### config.mk
export PLATFORM = sky130hd
export DESIGN_NAME = fetch_ctrl
export DESIGN_NICKNAME = d
export VERILOG_FILES = /design/src/rtl/fetch_ctrl.sv
export SDC_FILE = /design/constraint.sdc
export NUM_CORES = 1
export LEC_CHECK = 0
export CAP_MARGIN = 20
export CORE_UTILIZATION = 46
export CTS_CLUSTER_DIAMETER = 120
export DETAILED_ROUTE_END_ITERATION = 7
export PLACE_DENSITY_LB_ADDON = 0.12
export SYNTH_ARGS = -nofsm -noshare
export SYNTH_HDL_FRONTEND = slang
export SYNTH_SLANG_ARGS = --single-unit
### constraint.sdc
create_clock -name clk -period 2.85 [get_ports clk]
set_input_delay 0.57 -clock clk [delete_from_list [all_inputs] [get_ports clk]]
set_output_delay 0.57 -clock clk [all_outputs]
set_load 0.1 [all_outputs]
### src/rtl/fetch_ctrl.sv
// fetch_ctrl: instruction-fetch sequencer that owns the PC, issues one imem
// request at a time (req/gnt + rvalid) and hands each instruction to decode
// over a valid/ready handshake. Execute redirects override PC+4 stepping and
// squash whatever fetch is in flight.
//
// Optional build macro: FETCH_PERF_EN adds perf_fetched / perf_squashed
// saturating event counters as extra output ports.
//
// state | meaning
// ------+--------------------------------------------------------------
// REQ   | imem_req asserted at imem_addr = pc, waiting for imem_gnt
// WAIT  | request granted, waiting for imem_rvalid (drop = discard it)
// HOLD  | instruction presented to decode, waiting for dec_ready
module fetch_ctrl #(
  parameter int unsigned               PC_WIDTH    = 32,
  parameter int unsigned               INSTR_WIDTH = 32,
  parameter logic [PC_WIDTH-1:0]       RESET_PC    = '0
) (
  input  logic                   clk,
  input  logic                   rst,
  input  logic                   redirect_valid,
  input  logic [PC_WIDTH-1:0]    redirect_pc,
  output logic                   imem_req,
  output logic [PC_WIDTH-1:0]    imem_addr,
  input  logic                   imem_gnt,
  input  logic                   imem_rvalid,
  input  logic [INSTR_WIDTH-1:0] imem_rdata,
  output logic                   instr_valid,
  output logic [INSTR_WIDTH-1:0] instr,
  output logic [PC_WIDTH-1:0]    instr_pc,
`ifdef FETCH_PERF_EN
  output logic [31:0]            perf_fetched,
  output logic [31:0]            perf_squashed,
`endif
  input  logic                   dec_ready
);

  localparam logic [1:0] S_REQ  = 2'd0;
  localparam logic [1:0] S_WAIT = 2'd1;
  localparam logic [1:0] S_HOLD = 2'd2;

  localparam logic [PC_WIDTH-1:0] PC_INC    = PC_WIDTH'(4);
  localparam logic [PC_WIDTH-1:0] ALIGN_MSK = ~PC_WIDTH'(3);

  logic [1:0]             state_q, state_d;
  logic [PC_WIDTH-1:0]    pc_q, pc_d;
  logic [PC_WIDTH-1:0]    addr_q, addr_d;
  logic                   drop_q, drop_d;
  logic                   instr_valid_q, instr_valid_d;
  logic [INSTR_WIDTH-1:0] instr_q, instr_d;
  logic [PC_WIDTH-1:0]    instr_pc_q, instr_pc_d;

  // Next-state logic: normal fetch loop first, redirect overrides on top.
  always_comb begin
    state_d       = state_q;
    pc_d          = pc_q;
    addr_d        = addr_q;
    drop_d        = drop_q;
    instr_valid_d = instr_valid_q;
    instr_d       = instr_q;
    instr_pc_d    = instr_pc_q;

    case (state_q)
      S_REQ: begin
        if (imem_gnt) begin
          addr_d  = pc_q;
          pc_d    = pc_q + PC_INC;
          state_d = S_WAIT;
        end
      end
      S_WAIT: begin
        if (imem_rvalid) begin
          if (drop_q) begin
            drop_d  = 1'b0;
            state_d = S_REQ;
          end else begin
            instr_d       = imem_rdata;
            instr_pc_d    = addr_q;
            instr_valid_d = 1'b1;
            state_d       = S_HOLD;
          end
        end
      end
      S_HOLD: begin
        if (instr_valid_q && dec_ready) begin
          instr_valid_d = 1'b0;
          state_d       = S_REQ;
        end
      end
      default: state_d = S_REQ;
    endcase

    if (redirect_valid) begin
      // Redirect target is word-aligned; the granted request (if any) still
      // completes on the bus, so it is marked for dropping.
      pc_d          = redirect_pc & ALIGN_MSK;
      instr_valid_d = 1'b0;
      case (state_q)
        S_REQ: begin
          if (imem_gnt) drop_d = 1'b1;
        end
        S_WAIT: begin
          if (imem_rvalid) begin
            instr_d    = instr_q;
            instr_pc_d = instr_pc_q;
            drop_d     = 1'b0;
            state_d    = S_REQ;
          end else begin
            drop_d = 1'b1;
          end
        end
        S_HOLD: state_d = S_REQ;
        default: ;
      endcase
    end
  end

  // State and datapath registers.
  always_ff @(posedge clk) begin
    if (rst) begin
      state_q       <= S_REQ;
      pc_q          <= RESET_PC;
      addr_q        <= '0;
      drop_q        <= 1'b0;
      instr_valid_q <= 1'b0;
      instr_q       <= '0;
      instr_pc_q    <= '0;
    end else begin
      state_q       <= state_d;
      pc_q          <= pc_d;
      addr_q        <= addr_d;
      drop_q        <= drop_d;
      instr_valid_q <= instr_valid_d;
      instr_q       <= instr_d;
      instr_pc_q    <= instr_pc_d;
    end
  end

  assign imem_req    = (state_q == S_REQ);
  assign imem_addr   = pc_q;
  assign instr_valid = instr_valid_q;
  assign instr       = instr_q;
  assign instr_pc    = instr_pc_q;

`ifdef FETCH_PERF_EN
  logic [31:0] perf_fetched_q, perf_fetched_d;
  logic [31:0] perf_squashed_q, perf_squashed_d;
  logic        fetch_evt, squash_evt;

  // Event decode and saturating increment for the perf counters.
  always_comb begin
    fetch_evt  = (state_q == S_HOLD) && instr_valid_q && dec_ready && !redirect_valid;
    squash_evt = ((state_q == S_WAIT) && imem_rvalid && (drop_q || redirect_valid)) ||
                 ((state_q == S_HOLD) && instr_valid_q && redirect_valid);
    perf_fetched_d  = perf_fetched_q;
    perf_squashed_d = perf_squashed_q;
    if (fetch_evt && (perf_fetched_q != 32'hFFFF_FFFF))
      perf_fetched_d = perf_fetched_q + 32'd1;
    if (squash_evt && (perf_squashed_q != 32'hFFFF_FFFF))
      perf_squashed_d = perf_squashed_q + 32'd1;
  end

  // Perf counter registers.
  always_ff @(posedge clk) begin
    if (rst) begin
      perf_fetched_q  <= '0;
      perf_squashed_q <= '0;
    end else begin
      perf_fetched_q  <= perf_fetched_d;
      perf_squashed_q <= perf_squashed_d;
    end
  end

  assign perf_fetched  = perf_fetched_q;
  assign perf_squashed = perf_squashed_q;
`endif

endmodule

Word-level counts from Yosys, hierarchy flattened
Index checks and enable logic that the tools add are counted.
- muxes and demuxes: 33
- equal/unequal tests: 6
- add/subtract/negate cells: 1
- reduce and logical (&&, ||, !) cells: 9
- operators with widths (cell ; count):
    2-to-1 mux 32 bit ; 15
    adder 32 x 3 -> 32 bit, second input constant ; 1
    2-to-1 mux 2 bit ; 6
    2-to-1 mux 1 bit ; 8
    != test 2 bit, second input constant ; 3
    case mux 2 bit (3 select lines) ; 1
    nonzero test 2 bit ; 3
    case mux 1 bit (2 select lines) ; 2
    case mux 2 bit (2 select lines) ; 1
    AND reduction 2 bit ; 2
    AND reduction 4 bit ; 1
    != test 3 bit, second input constant ; 1
    == test 2 x 1 -> 1 bit, second input constant ; 1
    == test 2 bit, second input constant ; 1
    zero test 2 bit ; 1
    OR reduction 2 bit ; 1
    logical AND 1 bit ; 1
- bits in registers: 132
- word-level logic and storage cells: 57
- output and inout bits: 98
- input port bits: 70

Longest topological paths before layout
- word-level depth: 6
- depth in mapped cells: 8
- gate-level depth less buffers: 6

Least setup slack after synthesis
OpenSTA, ideal clock, no wires.
- path type: flip-flop to flip-flop
- from: reg state_q[0]
- to: reg pc_q[20], in the netlist imem_addr[20]
- setup time: 75 ps
- path buffers: 1
- data required time: 2775 ps
- path slack: -21 ps
- data arrival time: 2796 ps
- cell stages (with the launch flop): 8
- period minus slack after synthesis: 2871 ps
- cells stage by stage: dfxtp_1 > inv_1 > ha_1 > nand3_1 > or3_1 > clkbuf_1 > or4_1 > a31oi_1
- cells in the longest elaborated chain, start to end: 3
- RTL lines (what ; RTL line ; text):
    from (decl) ; 45 ; logic [1:0] state_q, state_d;
    from (signal assigned) ; 129 ; state_q <= state_d;
    zero test 2 bit ; -- ;
    via imem_req ; 23 ; output logic imem_req,
    nonzero test 2 bit (no source line) ; -- ;
    AND reduction 2 bit (no source line) ; -- ;
    to (signal assigned) ; 130 ; pc_q <= pc_d;
    to (decl) ; 46 ; logic [PC_WIDTH-1:0] pc_q, pc_d;
The timed path passes the listed nets, and every way through them passes these cells.
A chain may end at the register's enable or synchronous reset.

Worst setup path after layout
- from: reg state_q[1]
- to: reg pc_q[30], in the netlist imem_addr[30]
- cells in the longest elaborated chain, start to end: 3
- RTL lines (what ; RTL line ; text):
    zero test 2 bit ; 63 ; case (state_q)
    nonzero test 2 bit (no source line) ; -- ;
    AND reduction 2 bit (no source line) ; -- ;
No other way between the ends.

==> metrics.txt <==
# TYPE chip_impl_metric gauge
chip_impl_info{name="outcome",value="completed"} 1
chip_impl_metric{name="layout.filler_cells",unit=""} 928
chip_impl_info{name="r2r_start",value="state_q[1]$_SDFF_PP0_"} 1
chip_impl_metric{name="detailroute.via_count",unit=""} 5155
chip_impl_metric{name="synth-seq-area-share",unit="%"} 48.47
chip_impl_info{name="worst_reg2reg_path_endpoint",value="imem_addr[30]$_SDFFE_PP0P_"} 1
chip_impl_metric{name="final_max_slew_viol_count",unit=""} 0
chip_impl_metric{name="antenna_cells",unit=""} 0
chip_impl_metric{name="power_frac_comb",unit="%"} 21.3
chip_impl_metric{name="setup-violations-final",unit=""} 0
chip_impl_metric{name="worst_ep_arrival_time",unit="ns"} 2.61
chip_impl_metric{name="worst-endpoint-required",unit="ns"} 3.17
chip_impl_info{name="worst_path_dominant_cell_family",value="simple AND/OR/NAND/NOR gates"} 1
chip_impl_metric{name="routed_via_density",unit=""} 5.359
chip_impl_metric{name="max-clock-path-buffers",unit=""} 2
chip_impl_info{name="setup.worst_path.start",value="state_q[1]$_SDFF_PP0_"} 1
chip_impl_metric{name="placeableCoreArea",unit="mm^2"} 0.01094
chip_impl_metric{name="total_routing_usage_reported_by_global_routing",unit="%"} 24.55
chip_impl_metric{name="timing.reg2reg.setup_slack",unit="ns"} 0.56
chip_impl_metric{name="maxSlewHeadroom",unit="%"} 63.21
chip_impl_metric{name="power-per-cell-area",unit="mW/mm^2"} 707.5
chip_impl_metric{name="cap_violations",unit=""} 0
chip_impl_metric{name="port_buffers",unit=""} 161
chip_impl_info{name="path_cells",value="inv_1, ha_2, nand3_1, or4_1, or4_1, o211ai_1"} 1
chip_impl_metric{name="area_growth_syn_to_layout",unit="%"} 40.06
chip_impl_metric{name="synth_compound_gate_area_share",unit="%"} 17.53
chip_impl_metric{name="grt_pass1_wl",unit="um"} 22550
chip_impl_metric{name="synth-adder-area-share",unit="%"} 1.443
chip_impl_info{name="cp-start-kind",value="flop"} 1
chip_impl_metric{name="dpl.cell_count",unit=""} 930
chip_impl_metric{name="skew_final",unit="ns"} 0.008747
chip_impl_metric{name="clock_insertion_delay_worst_skew",unit="ns"} 0.40
chip_impl_metric{name="dieWidth",unit="um"} 108.4
chip_impl_metric{name="dpl-instance-area",unit="mm^2"} 0.006703
chip_impl_metric{name="final_min_period_over_clock_period",unit="%"} 80.44
chip_impl_metric{name="number_of_top_level_pins",unit=""} 168
chip_impl_metric{name="tritoncts_num_sinks",unit=""} 126
chip_impl_metric{name="yosysUniqueCellTypes",unit=""} 43
chip_impl_metric{name="sw_frac_of_total",unit="%"} 32.06
chip_impl_metric{name="regArea",unit="mm^2"} 0.002522
chip_impl_metric{name="critPathMaxFanout",unit=""} 9
chip_impl_metric{name="grt_start_max_net_pins",unit=""} 108
chip_impl_metric{name="floorplan.die.height",unit="um"} 108.4
chip_impl_info{name="postSynth.topFlopCell",value="dfxtp_1"} 1
chip_impl_metric{name="grt_overflow",unit=""} 0
chip_impl_metric{name="worst_hold_path.num_cells",unit=""} 2
chip_impl_metric{name="synthesis.instances",unit=""} 661
chip_impl_metric{name="fmax",unit="MHz"} 436.2
chip_impl_info{name="ys_top_cells_by_area",value="dfxtp_1, nand2_1, a21oi_1"} 1
chip_impl_metric{name="die_area",unit="mm^2"} 0.01174
chip_impl_metric{name="vias_in_the_first_global_route",unit=""} 4599
chip_impl_metric{name="cts_buffers",unit=""} 17
chip_impl_metric{name="post_cts_resized",unit=""} 0
chip_impl_metric{name="totalWireLength",unit="um"} 14200
chip_impl_metric{name="cp_num_buf_inv",unit=""} 1
chip_impl_info{name="top_count_cell_post_synth",value="nand2_1"} 1
chip_impl_info{name="critPathSlowestCell",value="or4_1"} 1
chip_impl_metric{name="path_depth",unit=""} 6
chip_impl_metric{name="fp-row-count",unit=""} 38
chip_impl_metric{name="fin_setup_tns",unit="ns"} 0
chip_impl_metric{name="vdd.ir_drop.worst",unit="mV"} 0.4224
chip_impl_metric{name="syn_avg_cell_area",unit="um^2"} 7.873
chip_impl_metric{name="floorplan.initialDensity",unit="%"} 47.59
chip_impl_info{name="main_combinational_cell_family_by_area_after_synthesis",value="simple AND/OR/NAND/NOR gates"} 1
chip_impl_info{name="clock_tree_from_tritoncts",value="done"} 1
chip_impl_metric{name="synth_xor_area_share",unit="%"} 1.683
chip_impl_metric{name="report.final.hold_viol_count",unit=""} 0
chip_impl_metric{name="post_cts_hold_buffer_count",unit=""} 0
chip_impl_metric{name="internal_power",unit="uW"} 3503
chip_impl_info{name="cp-end-kind",value="flop"} 1
chip_impl_metric{name="max_slew.worst_pin.slew",unit="ns"} 0.5505
chip_impl_metric{name="critical_path.max_stage_delay",unit="ns"} 0.59
chip_impl_metric{name="post_synth_top_area_share",unit="%"} 48.47
chip_impl_info{name="worst_hold_path_type",value="reg2reg"} 1
chip_impl_metric{name="syn_area",unit="mm^2"} 0.005204
chip_impl_metric{name="static-leakage-power",unit="uW"} 0.002752
chip_impl_metric{name="yosysWarnings",unit=""} 0
chip_impl_metric{name="synth_enable_flop_cells",unit=""} 0
chip_impl_metric{name="synth-seq-cells",unit=""} 126
chip_impl_metric{name="dp_hpwl",unit="um"} 9676
chip_impl_info{name="timing_worst_setup_path_type",value="reg2reg"} 1
chip_impl_info{name="post_synth_most_frequent_cells",value="nand2_1, dfxtp_1, a21oi_1, clkbuf_1, nor2_1"} 1
chip_impl_metric{name="avgRoutedWirePerCell",unit="um"} 14.76
chip_impl_info{name="synth_largest_area_cell",value="dfxtp_1"} 1
chip_impl_metric{name="final_net_count",unit=""} 885
chip_impl_metric{name="ctsHtreeMaxLevel",unit=""} 4
chip_impl_metric{name="yosys.area_share.simple",unit="%"} 26.38
chip_impl_metric{name="final-instance-count-excl-fill",unit=""} 962
chip_impl_metric{name="power.clock.fraction",unit="%"} 40.8
chip_impl_info{name="endpoint",value="imem_addr[30]$_SDFFE_PP0P_"} 1
chip_impl_metric{name="drt_pass_1_iters",unit=""} 5
chip_impl_metric{name="power.switching",unit="uW"} 1653
chip_impl_metric{name="timing.reg2reg.worst_path_depth",unit=""} 6
chip_impl_metric{name="detail_route.iter0.violations",unit=""} 491
chip_impl_metric{name="layout-drive-gt1-share",unit="%"} 17.76
chip_impl_info{name="grt_setup_unrepaired",value="no"} 1
chip_impl_metric{name="seqPwrFrac",unit="%"} 37.9
chip_impl_metric{name="finalWorstPathRequiredPeriod",unit="ns"} 2.293
chip_impl_info{name="library_cell_used_as_clock_root_buffer",value="clkbuf_16"} 1
chip_impl_metric{name="number_of_buffers_inserted_to_repair_setup_after_cts",unit=""} 0
chip_impl_metric{name="place.gp.congestion",unit=""} 0.8190
chip_impl_metric{name="synth_mux_area_share",unit="%"} 0
chip_impl_metric{name="asyncSetResetFlopFracSynth",unit="%"} 0
chip_impl_metric{name="clk_pin_slew_worst_paths",unit="ns"} 0.05
chip_impl_info{name="crit_path_frequent_cell",value="or4_1"} 1
chip_impl_metric{name="number_of_antenna_violations_at_the_first_check_in_global_routing",unit=""} 0
chip_impl_metric{name="drc_errors",unit=""} 0
chip_impl_metric{name="detail-route-antenna-nets",unit=""} 0
chip_impl_metric{name="design_area",unit="mm^2"} 0.007288
chip_impl_metric{name="multi_input_area",unit="mm^2"} 0.002471
[worst min-delay path by stage]
stage	start	end
finish	addr_q[3]$_SDFFE_PP0P_	instr_pc[3]$_SDFFE_PP0P_
global placement	addr_q[3]$_SDFFE_PP0P_	instr_pc[3]$_SDFFE_PP0P_
CTS	addr_q[3]$_SDFFE_PP0P_	instr_pc[3]$_SDFFE_PP0P_
global route	addr_q[17]$_SDFFE_PP0P_	instr_pc[17]$_SDFFE_PP0P_
detailed placement	addr_q[3]$_SDFFE_PP0P_	instr_pc[3]$_SDFFE_PP0P_
floorplan	addr_q[10]$_SDFFE_PP0P_	instr_pc[10]$_SDFFE_PP0P_
[area by class of cell]
type,instances,area share (%)
clock buffer,22,6.506
inverter,8,0.4120
multi-input combinational,481,33.91
sequential,126,34.61
timing repair buffer,175,20.64
tap,140,2.403
clock inverter,10,1.528
[layout by cell type (no fill, tap or decap), types with 7 or more instances in the layout]
cell type,count
and4_1,8
nand2_1,207
clkbuf_16,17
nand4_1,9
dfxtp_1,126
a311oi_1,8
buf_4,107
or3_1,8
nand3_1,10
nor2_1,28
clkdlybuf4s50_1,66
or4_1,9
a211oi_1,11
a21oi_1,96
inv_1,8
o21ai_0,8
o31ai_1,7
[kinds of logic (layout without fill, tap and decap cells)]
family / Yosys count / in the layout
AO/OA/AOI/OAI: 153 / 153
XOR/XNOR: 10 / 10
adder cells (fa/ha/maj): 6 / 6
buffers and inverters: 57 / 215
flip-flops: 126 / 126
other: 1 / 4
AND/OR/NAND/NOR: 308 / 308
[power groups by stage]
stage / clock (uW) / combinational, uW / sequential, uW
floorplan: 0 / 357 / 2420
global route: 2230 / 1160 / 1970
CTS: 2130 / 1100 / 1950
finish: 2100 / 1100 / 1950
global placement: 0 / 1080 / 1980
detailed placement: 0 / 1100 / 1990
[state kept, by name, summed over array words and instances (netlist names)]
signal / flops
state_q: 2
imem_addr: 30
instr_pc: 30
addr_q: 30
instr_valid: 1
instr: 32
drop_q: 1
[per-layer routing]
layer,global-route usage [%],vias to the layer above,wire (um)
li1,-,2571,-
met1,32.33,2393,6428
met2,39.35,182,6711
met3,6.570,9,954
met4,7.239,0,106
met5,0,-,0
[stage by stage]
stage	power, uW	setup slack, ns	utilization [%]	hold slack [ns]
after floorplan	2772	0.09902	-	0.4322
after global placement	3068	0.2748	61.29	0.4374
after detailed placement	3087	0.2629	61.29	0.4439
after CTS	5184	0.5713	66.65	0.4493
after global routing	5359	0.4188	66.65	0.4677
final	5156	0.5574	66.65	0.4486
[worst min-delay path: stages (launching register included)]
cell     delay (ns)
dfxtp_1        0.30
nand2_1        0.05
a21oi_1        0.05
(Power assumes the default switching activity.)
